### src/rtl/svc_axi_arbiter_rd_if.sv
// AXI read-channel bundle (AR + R) for NUM_PORTS lanes; one lane for the shared port, NUM_M for the masters.
// Latency: none, wires only.
// Backpressure: plain AXI valid/ready on AR and R.
interface svc_axi_arbiter_rd_if #(
    parameter int unsigned NUM_PORTS  = 1,
    parameter int unsigned ADDR_WIDTH = 8,
    parameter int unsigned DATA_WIDTH = 16,
    parameter int unsigned ID_WIDTH   = 4
);
    // AR channel
    logic [NUM_PORTS-1:0]                 arvalid;
    logic [NUM_PORTS-1:0][ID_WIDTH-1:0]   arid;
    logic [NUM_PORTS-1:0][ADDR_WIDTH-1:0] araddr;
    logic [NUM_PORTS-1:0][7:0]            arlen;
    logic [NUM_PORTS-1:0][2:0]            arsize;
    logic [NUM_PORTS-1:0][1:0]            arburst;
    logic [NUM_PORTS-1:0]                 arready;

    // R channel
    logic [NUM_PORTS-1:0]                 rvalid;
    logic [NUM_PORTS-1:0][ID_WIDTH-1:0]   rid;
    logic [NUM_PORTS-1:0][DATA_WIDTH-1:0] rdata;
    logic [NUM_PORTS-1:0][1:0]            rresp;
    logic [NUM_PORTS-1:0]                 rlast;
    logic [NUM_PORTS-1:0]                 rready;

    // Side that issues read requests and sinks read data.
    modport master (
        output arvalid, arid, araddr, arlen, arsize, arburst, rready,
        input  arready, rvalid, rid, rdata, rresp, rlast
    );

    // Side that accepts read requests and returns read data.
    modport slave (
        input  arvalid, arid, araddr, arlen, arsize, arburst, rready,
        output arready, rvalid, rid, rdata, rresp, rlast
    );
endinterface

### src/rtl/svc_axi_arbiter_rd.sv
// Whole-burst AXI read arbiter: NUM_M masters share one downstream read port, one burst in flight.
// Latency: grant registered, so downstream arvalid is 1 cycle after a request; 1 dead IDLE cycle between bursts.
// Backpressure: arready/rready pass straight through to the granted master only; others see 0.
// Build option: define SVC_AXI_ARB_RD_FIXED_PRIO_EN for lowest-index-wins instead of round-robin.
module svc_axi_arbiter_rd #(
    parameter int unsigned NUM_M          = 2,
    parameter int unsigned AXI_ADDR_WIDTH = 8,
    parameter int unsigned AXI_DATA_WIDTH = 16,
    parameter int unsigned AXI_ID_WIDTH   = 4
) (
    input  logic                        clk,
    input  logic                        rst,
    svc_axi_arbiter_rd_if.slave         s_axi,
    svc_axi_arbiter_rd_if.master        m_axi
);

    localparam int unsigned GW = (NUM_M > 1) ? $clog2(NUM_M) : 1;

    typedef enum logic [1:0] {
        IDLE = 2'd0,
        ADDR = 2'd1,
        DATA = 2'd2
    } state_t;

    state_t          state_q, state_d;
    logic [GW-1:0]   grant_q, grant_d;
    logic [GW-1:0]   last_grant_q, last_grant_d;
    logic [GW-1:0]   pick;
    logic [GW-1:0]   cand;
    logic            any_req;
    logic            ar_hs;
    logic            r_last_hs;

    assign any_req = |s_axi.arvalid;

`ifdef SVC_AXI_ARB_RD_FIXED_PRIO_EN
    // Fixed priority: scan from the top down so the lowest-index requester is the last write.
    always_comb begin
        pick = '0;
        cand = '0;
        for (int i = int'(NUM_M) - 1; i >= 0; i--) begin
            cand = GW'(i);
            if (s_axi.arvalid[cand]) begin
                pick = cand;
            end
        end
    end
`else
    int rr_idx;

    // Round-robin: walk last_grant+NUM_M down to last_grant+1 so the nearest requester after last_grant wins.
    always_comb begin
        pick   = '0;
        cand   = '0;
        rr_idx = 0;
        for (int i = int'(NUM_M); i >= 1; i--) begin
            rr_idx = (int'(last_grant_q) + i) % int'(NUM_M);
            cand   = GW'(rr_idx);
            if (s_axi.arvalid[cand]) begin
                pick = cand;
            end
        end
    end
`endif

    // Handshakes that move the FSM; both qualified by state so stray valids outside the phase are ignored.
    always_comb begin
        ar_hs     = (state_q == ADDR) && s_axi.arvalid[grant_q] && m_axi.arready[0];
        r_last_hs = (state_q == DATA) && m_axi.rvalid[0] && s_axi.rready[grant_q]
                    && m_axi.rlast[0];
    end

    // Next-state: grant latched on leaving IDLE, pointer advanced only when the burst fully completes.
    always_comb begin
        state_d      = state_q;
        grant_d      = grant_q;
        last_grant_d = last_grant_q;
        case (state_q)
            IDLE: begin
                if (any_req) begin
                    grant_d = pick;
                    state_d = ADDR;
                end
            end
            ADDR: begin
                if (ar_hs) begin
                    state_d = DATA;
                end
            end
            DATA: begin
                if (r_last_hs) begin
                    state_d      = IDLE;
                    last_grant_d = grant_q;
                end
            end
            default: begin
                state_d = IDLE;
            end
        endcase
    end

    // State, grant and fairness pointer; pointer resets to the top index so master 0 wins first.
    always_ff @(posedge clk) begin
        if (rst) begin
            state_q      <= IDLE;
            grant_q      <= '0;
            last_grant_q <= GW'(NUM_M - 1);
        end else begin
            state_q      <= state_d;
            grant_q      <= grant_d;
            last_grant_q <= last_grant_d;
        end
    end

    // Channel muxing: AR only routed in ADDR, R valid/ready only in DATA; R payload always broadcast.
    always_comb begin
        s_axi.arready   = '0;
        s_axi.rvalid    = '0;
        m_axi.arvalid   = '0;
        m_axi.arid      = '0;
        m_axi.araddr    = '0;
        m_axi.arlen     = '0;
        m_axi.arsize    = '0;
        m_axi.arburst   = '0;
        m_axi.rready    = '0;
        for (int i = 0; i < int'(NUM_M); i++) begin
            s_axi.rid[i]   = m_axi.rid[0];
            s_axi.rdata[i] = m_axi.rdata[0];
            s_axi.rresp[i] = m_axi.rresp[0];
            s_axi.rlast[i] = m_axi.rlast[0];
        end
        case (state_q)
            ADDR: begin
                m_axi.arvalid[0]       = s_axi.arvalid[grant_q];
                m_axi.arid[0]          = s_axi.arid[grant_q];
                m_axi.araddr[0]        = s_axi.araddr[grant_q];
                m_axi.arlen[0]         = s_axi.arlen[grant_q];
                m_axi.arsize[0]        = s_axi.arsize[grant_q];
                m_axi.arburst[0]       = s_axi.arburst[grant_q];
                s_axi.arready[grant_q] = m_axi.arready[0];
            end
            DATA: begin
                s_axi.rvalid[grant_q] = m_axi.rvalid[0];
                m_axi.rready[0]       = s_axi.rready[grant_q];
            end
            default: begin
            end
        endcase
    end

    // Only the granted master may ever see arready or rvalid.
    a_arready_onehot: assert property (@(posedge clk) disable iff (rst) $onehot0(s_axi.arready));
    a_rvalid_onehot:  assert property (@(posedge clk) disable iff (rst) $onehot0(s_axi.rvalid));

    // Downstream AR is never presented outside the address phase.
    a_arvalid_phase:  assert property (@(posedge clk) disable iff (rst)
                                       m_axi.arvalid[0] |-> (state_q == ADDR));

endmodule

### src/flat_wrapper.sv
// flat-port wrapper written by rule: the top's interface ports become plain ports
module svc_axi_arbiter_rd_flat 
#(
    parameter int unsigned NUM_M          = 2,
    parameter int unsigned AXI_ADDR_WIDTH = 8,
    parameter int unsigned AXI_DATA_WIDTH = 16,
    parameter int unsigned AXI_ID_WIDTH   = 4
)
  (clk, rst, s_axi_arvalid, s_axi_arid, s_axi_araddr, s_axi_arlen, s_axi_arsize, s_axi_arburst, s_axi_rready, s_axi_arready, s_axi_rvalid, s_axi_rid, s_axi_rdata, s_axi_rresp, s_axi_rlast, m_axi_arvalid, m_axi_arid, m_axi_araddr, m_axi_arlen, m_axi_arsize, m_axi_arburst, m_axi_rready, m_axi_arready, m_axi_rvalid, m_axi_rid, m_axi_rdata, m_axi_rresp, m_axi_rlast);
  svc_axi_arbiter_rd_if #(.NUM_PORTS(NUM_M), .ADDR_WIDTH((8)), .DATA_WIDTH((16)), .ID_WIDTH((4))) s_axi_i ();
  svc_axi_arbiter_rd_if #(.NUM_PORTS(1), .ADDR_WIDTH((8)), .DATA_WIDTH((16)), .ID_WIDTH((4))) m_axi_i ();
  input  logic clk;
  input  logic rst;
  input wire logic [$bits(s_axi_i.arvalid)-1:0] s_axi_arvalid;
  input wire logic [$bits(s_axi_i.arid)-1:0] s_axi_arid;
  input wire logic [$bits(s_axi_i.araddr)-1:0] s_axi_araddr;
  input wire logic [$bits(s_axi_i.arlen)-1:0] s_axi_arlen;
  input wire logic [$bits(s_axi_i.arsize)-1:0] s_axi_arsize;
  input wire logic [$bits(s_axi_i.arburst)-1:0] s_axi_arburst;
  input wire logic [$bits(s_axi_i.rready)-1:0] s_axi_rready;
  output wire logic [$bits(s_axi_i.arready)-1:0] s_axi_arready;
  output wire logic [$bits(s_axi_i.rvalid)-1:0] s_axi_rvalid;
  output wire logic [$bits(s_axi_i.rid)-1:0] s_axi_rid;
  output wire logic [$bits(s_axi_i.rdata)-1:0] s_axi_rdata;
  output wire logic [$bits(s_axi_i.rresp)-1:0] s_axi_rresp;
  output wire logic [$bits(s_axi_i.rlast)-1:0] s_axi_rlast;
  output wire logic [$bits(m_axi_i.arvalid)-1:0] m_axi_arvalid;
  output wire logic [$bits(m_axi_i.arid)-1:0] m_axi_arid;
  output wire logic [$bits(m_axi_i.araddr)-1:0] m_axi_araddr;
  output wire logic [$bits(m_axi_i.arlen)-1:0] m_axi_arlen;
  output wire logic [$bits(m_axi_i.arsize)-1:0] m_axi_arsize;
  output wire logic [$bits(m_axi_i.arburst)-1:0] m_axi_arburst;
  output wire logic [$bits(m_axi_i.rready)-1:0] m_axi_rready;
  input wire logic [$bits(m_axi_i.arready)-1:0] m_axi_arready;
  input wire logic [$bits(m_axi_i.rvalid)-1:0] m_axi_rvalid;
  input wire logic [$bits(m_axi_i.rid)-1:0] m_axi_rid;
  input wire logic [$bits(m_axi_i.rdata)-1:0] m_axi_rdata;
  input wire logic [$bits(m_axi_i.rresp)-1:0] m_axi_rresp;
  input wire logic [$bits(m_axi_i.rlast)-1:0] m_axi_rlast;
  assign s_axi_i.arvalid = s_axi_arvalid;
  assign s_axi_i.arid = s_axi_arid;
  assign s_axi_i.araddr = s_axi_araddr;
  assign s_axi_i.arlen = s_axi_arlen;
  assign s_axi_i.arsize = s_axi_arsize;
  assign s_axi_i.arburst = s_axi_arburst;
  assign s_axi_i.rready = s_axi_rready;
  assign s_axi_arready = s_axi_i.arready;
  assign s_axi_rvalid = s_axi_i.rvalid;
  assign s_axi_rid = s_axi_i.rid;
  assign s_axi_rdata = s_axi_i.rdata;
  assign s_axi_rresp = s_axi_i.rresp;
  assign s_axi_rlast = s_axi_i.rlast;
  assign m_axi_arvalid = m_axi_i.arvalid;
  assign m_axi_arid = m_axi_i.arid;
  assign m_axi_araddr = m_axi_i.araddr;
  assign m_axi_arlen = m_axi_i.arlen;
  assign m_axi_arsize = m_axi_i.arsize;
  assign m_axi_arburst = m_axi_i.arburst;
  assign m_axi_rready = m_axi_i.rready;
  assign m_axi_i.arready = m_axi_arready;
  assign m_axi_i.rvalid = m_axi_rvalid;
  assign m_axi_i.rid = m_axi_rid;
  assign m_axi_i.rdata = m_axi_rdata;
  assign m_axi_i.rresp = m_axi_rresp;
  assign m_axi_i.rlast = m_axi_rlast;
  svc_axi_arbiter_rd #(.NUM_M(NUM_M), .AXI_ADDR_WIDTH(AXI_ADDR_WIDTH), .AXI_DATA_WIDTH(AXI_DATA_WIDTH), .AXI_ID_WIDTH(AXI_ID_WIDTH)) u_core (.clk(clk), .rst(rst), .s_axi(s_axi_i), .m_axi(m_axi_i));
endmodule
### config.mk
export PLATFORM = sky130hd
export DESIGN_NAME = svc_axi_arbiter_rd_flat
export DESIGN_NICKNAME = d
export VERILOG_FILES = /design/src/rtl/svc_axi_arbiter_rd_if.sv /design/src/rtl/svc_axi_arbiter_rd.sv /design/src/flat_wrapper.sv
export SDC_FILE = /design/constraint.sdc
export NUM_CORES = 1
export LEC_CHECK = 0
export BUFFER_PORTS_ARGS = -buffer_cell sky130_fd_sc_hd__buf_4
export CAP_MARGIN = 20
export CORE_MARGIN = 2
export CORE_UTILIZATION = 29
export CTS_CLUSTER_SIZE = 8
export DETAILED_ROUTE_END_ITERATION = 10
export PLACE_DENSITY = 0.81
export SLEW_MARGIN = 25
export SYNTH_ARGS = -nofsm -noshare
export SYNTH_HDL_FRONTEND = slang
export SYNTH_SLANG_ARGS = --single-unit
### constraint.sdc
create_clock -name clk -period 1.4 [get_ports clk]
set_clock_uncertainty 0.1 [all_clocks]
set_input_delay 0.28 -clock clk [delete_from_list [all_inputs] [get_ports clk]]
set_output_delay 0.28 -clock clk [all_outputs]
set_load 0.01 [all_outputs]
==> results.json, run 1 <==
{
  "root_buffer": "clkbuf_4",
  "hold_violations": 0,
  "min_period_ns": 1.584,
  "yosys.area.top_type": "buf_4",
  "worst_ep_required_time_ns": 1.02,
  "drtIter0Drc": 17,
  "post-place-ws_ns": 0.02091,
  "antenna_found_initial": 0,
  "syn_avg_cell_area_um2": 7.361,
  "syn_inst": 137,
  "drc": 0,
  "htree_levels": 1,
  "clock_path_buffers": 2,
  "cts_tree": "yes",
  "drtPass1Iterations": 4,
  "wl_um": 2764,
  "synth_top_area_share_pct": 34.24,
  "fmax_mhz": 631.3,
  "netlist_area_um2": 1008,
  "clock_latency_ns": 0.23,
  "synth_common_cells": "buf_4, nor2_1, mux2i_1, buf_2",
  "status": "finished, violations left",
  "whs_path_depth": 2,
  "vias": 1052,
  "nFillCells": 340,
  "syn_nets": 218,
  "synth_cell_types": 24,
  "power_leakage_nw": 0.7636,
  "fin_ws_ns": -0.1840,
  "grt.overflow.total": 0,
  "rrSetupSlack_ns": 0.04,
  "antenna_cells": 0,
  "ir_worst_vdd_mv": 0.1895,
  "setup_viol": 31,
  "gp_congestion": 0.8245,
  "synth-edff-count": 0,
  "hold_class": "input port to flip-flop",
  "worst-r2r-cell-count": 4,
  "crit_path_max_fanout": 16,
  "ios": 158,
  "drive_above_1_share_pct": 62.77,
  "period_share_pct": 113.1,
  "ys.flop_type": "dfxtp_1",
  "ys_async_sr_fraction_pct": 0,
  "cp-end-kind": "output pin",
  "area_growth_pct": 53.85,
  "path_clk_slew_ns": 0.03,
  "ys_seq_area_share_pct": 7.940,
  "worst-setup-path-type": "flip-flop to output pin",
  "powerDensity_nw_per_um2": 508.4,
  "slew_headroom_pct": 78.10,
  "arrival_ns": 1.20,
  "tightest_slew_ns": 0.3260,
  "grt_usage_pct": 13.56,
  "core_area_um2": 3337,
  "fp.dieH_um": 62.97,
  "rsz0062_at_grt": "yes",
  "start_util_pct": 30.22,
  "ys_seq_elements": 4,
  "first_global_vias": 1072,
  "avgRoutedWirePerCell_um": 11.81,
  "max-cap-violations": 0,
  "ant_nets": 0,
  "clkSinkCount": 4,
  "fp.dieArea_um2": 3965,
  "violations": "setup timing",
  "grt_pass1_wl_um": 4409,
  "tns_ns": -4.259,
  "ys_warn_count": 0,
  "power.total_w": 0.0007888,
  "start_kind": "flip-flop",
  "fin_cells": 234,
  "portBuffers": 91,
  "fin_util_pct": 46.49,
  "final_nets": 271,
  "die_width_um": 62.97,
  "cts_hold_buffers": 0,
  "slew_violations": 0,
  "dp_cells": 227,
  "grt_max_degree": 18,
  "via_per_inst": 4.496,
  "yosys-top-cells-area": "buf_4, mux2i_1, nor2_1",
  "cts_buffers": 3,
  "synth_most_common_cell": "buf_4",
  "hpwl_um": 2266,
  "fp-row-count": 21
}
[layout make-up]
class                           count  area [µm²]  share of cell area [%]
Timing Repair Buffer              101       798.3                   51.45
Inverter                            2       7.507                  0.4839
Multi-Input combinational cell     78       574.3                   37.02
Tap cell                           46       57.56                   3.710
Clock buffer                        3       22.52                   1.452
Sequential cell                     4       91.34                   5.887
[power by group]
part | switching [W] | internal, W
combinational | 0.000201 | 0.000314
clock | 0.0000458 | 0.0000958
sequential | 0.0000122 | 0.000120
total | 0.000259 | 0.000530
[sequential cells by signal, summed over array words and instances, names as in the netlist]
name,cells
u_core.grant_q,1
u_core.last_grant_q,1
u_core.state_q,2
[through the flow]
| step | hold slack, ns | area (µm²) |
|---|---|---|
| 3_5_place_dp | 0.3898 | 1434 |
| 3_3_place_gp | 0.3889 | 1434 |
| 5_1_grt | 0.1388 | 1551 |
| 6_report | 0.1401 | 1551 |
| 4_1_cts | 0.1363 | 1508 |
| 2_1_floorplan | 0.2491 | 1008 |
[worst max-delay path, stage by stage (launching register included)]
cell     delay [ns]
dfxtp_4        0.37
buf_12         0.16
mux2i_2        0.23
nor2b_1        0.07
buf_4          0.14
[repair_timing]
action,in CTS,in global routing
gates resized for setup,11,8
setup buffers,2,2
cloned,0,0
pin swaps,1,1
setup endpoints to repair,31,32
[layer usage]
metal	share of wire (%)	vias up	wire length, µm	GRT usage (%)
met3	12	14	318	4.144
met5	0	-	0	0
met2	54	82	1480	27.53
met1	32	449	887	11.38
li1	-	507	-	-
met4	2.8	0	78	7.222
[cell families after synthesis]
kind of cell | synth area share (%)
AOI/OAI and AO/OA | 4.714
buffers and inverters | 39.08
DFF | 7.941
and+or+nand+nor | 20.97
muxes | 27.29
[path summary, 6_finish.rpt]
path,startpoint,to
min reg2reg,u_core.last_grant_q,u_core.last_grant_q
max,u_core.grant_q,m_axi_rready
min,rst,u_core.state_q[1]
max reg2reg,u_core.grant_q,u_core.state_q[0]
[cells in the final DEF (no fill, tap or decap), drive strengths merged, types with 3 or more instances in the layout]
cell    instances
dfxtp           4
nor2           27
clkbuf          3
nor2b           3
a21oi           3
nand2           4
and3            3
mux2i          26
buf           101
No activity file was read; power rests on OpenSTA's default activity.
==> run 2, diff against run 1 <==
Settings changed: CORE_MARGIN 2 to default, SETUP_SLACK_MARGIN from default to 0.02.
==> run 2 against run 1 <==
The run still ends with setup timing left; first-iteration DRC count is 12% lower; final cell count is 0.43% lower; register-to-register slack got worse by 0.02 ns; largest cell class unchanged; highest routed layer unchanged.
==> results.json, run 2 (synthesis gave the netlist of run 1 again) <==
{
  "tightest_slew_ns": 0.3184,
  "slowest_stage": "dfxtp_4",
  "grt_max_degree": 18,
  "drc": 0,
  "root_buffer": "clkbuf_4",
  "die_width_um": 60.97,
  "area_growth_pct": 54.96,
  "cp-end-kind": "output pin",
  "hpwl_um": 2060,
  "min_period_ns": 1.603,
  "power_leakage_nw": 0.7585,
  "grt.overflow.total": 0,
  "clock_latency_ns": 0.23,
  "fp.dieH_um": 60.97,
  "powerDensity_nw_per_um2": 501.2,
  "final_nets": 270,
  "cts_tree": "yes",
  "period_share_pct": 114.5,
  "worst-setup-path-type": "flip-flop to output pin",
  "slowest_delay_ns": 0.37,
  "rrSetupSlack_ns": 0.02,
  "fin_ws_ns": -0.2028,
  "largest_register": "u_core.state_q",
  "path_cells": "buf_12 -> mux2i_4 -> nor2b_1 -> buf_4",
  "via_per_inst": 4.322,
  "tns_ns": -3.794,
  "clkSinkCount": 4,
  "wl_um": 2527,
  "portBuffers": 91,
  "violations": "setup timing",
  "first_global_vias": 860,
  "htree_levels": 1,
  "fp-row-count": 21,
  "start_util_pct": 30.22,
  "largest_reg_flops": 2,
  "worst_ep_required_time_ns": 1.02,
  "ios": 158,
  "top_regs": "u_core.state_q x2, u_core.grant_q x1, u_core.last_grant_q x1",
  "max-cap-violations": 0,
  "core_area_um2": 3337,
  "hold_violations": 0,
  "slew_headroom_pct": 78.61,
  "ant_nets": 0,
  "grt_pass1_wl_um": 3284,
  "vias": 1007,
  "ir_worst_vdd_mv": 0.1754,
  "setup_viol": 31,
  "nFillCells": 310,
  "slew_violations": 0,
  "hold_class": "input port to flip-flop",
  "avgRoutedWirePerCell_um": 10.85,
  "drtIter0Drc": 15,
  "mostFrequentLayoutCell": "buf_4",
  "fmax_mhz": 623.9,
  "antenna_found_initial": 0,
  "antenna_cells": 0,
  "drive_above_1_share_pct": 62.03,
  "start_kind": "flip-flop",
  "drtPass1Iterations": 4,
  "path_clk_slew_ns": 0.04,
  "final_cell_mix": "buf_4, nor2_1, mux2i_1",
  "arrival_ns": 1.22,
  "status": "finished, violations left",
  "grt_usage_pct": 11.71,
  "crit_path_max_fanout": 16,
  "rsz0062_at_grt": "yes",
  "fp.dieArea_um2": 3717,
  "clock_path_buffers": 2,
  "cts_hold_buffers": 0,
  "fin_util_pct": 46.83,
  "cts_buffers": 3,
  "gp_congestion": 0.7776
}
run 2: cell types whose count changed in the layout (fill, tap and decap cells not counted), sizes merged:
cell / previous run / this run
buf: 101 / 100
run 2: final timing paths:
kind                        from                  end  cells after the start
max               u_core.grant_q         m_axi_rready                      4
min                          rst       u_core.grant_q                      2
max reg2reg       u_core.grant_q    u_core.state_q[0]                      4
min reg2reg  u_core.last_grant_q  u_core.last_grant_q                      2
run 2: repair_timing:
item                                    4_1_cts  5_1_grt
resized for setup                            14       10
setup buffers                                 2        1
endpoints found under the setup margin       31       34
pin swaps                                     2        5
run 2: worst max-delay path, delay by kind of cell, from the launching register on:
family	cells	cell delay (ns)
AND/OR/NAND/NOR	1	0.07
multiplexers	1	0.24
flip-flops	1	0.37
buffers and inverters	2	0.31
run 2: through the flow:
stage	instances	setup WS (ns)	hold slack, ns	total power, W	instance area [µm²]
after floorplan	137	0.03285	0.2491	0.0004680	1008
after global placement	227	0.03686	0.3852	0.0006027	1434
after detailed placement	227	0.02983	0.3839	0.0006081	1434
after CTS	232	-0.1768	0.1397	0.0007810	1518
after global routing	233	-0.2597	0.1341	0.0008514	1563
final	233	-0.2028	0.1475	0.0007833	1563
run 2: power by group:
part	switching, W	leakage [nW]	internal (W)
registers	0.0000126	0.0348	0.000120
logic	0.000199	0.710	0.000315
clock network	0.0000407	0.0138	0.0000955
total	0.000252	0.759	0.000531
run 2: cell type report:
cell class	count	area, µm²	share of cell area, %
clock buffers	3	22.52	1.441
inverters	2	7.507	0.4804
multi-input cells	78	581.8	37.23
flip-flops and latches	4	91.34	5.845
well taps	46	57.56	3.683
repair buffers	100	802.0	51.32
run 2: layer usage:
| metal | track usage [%] | share of wire, % | vias up |
|---|---|---|---|
| met3 | 2.559 | 11 | 8 |
| met4 | 7.468 | 3.2 | 0 |
| met1 | 10.67 | 36 | 418 |
| li1 | - | - | 506 |
| met2 | 23.08 | 50 | 75 |
| met5 | 0 | 0 | - |
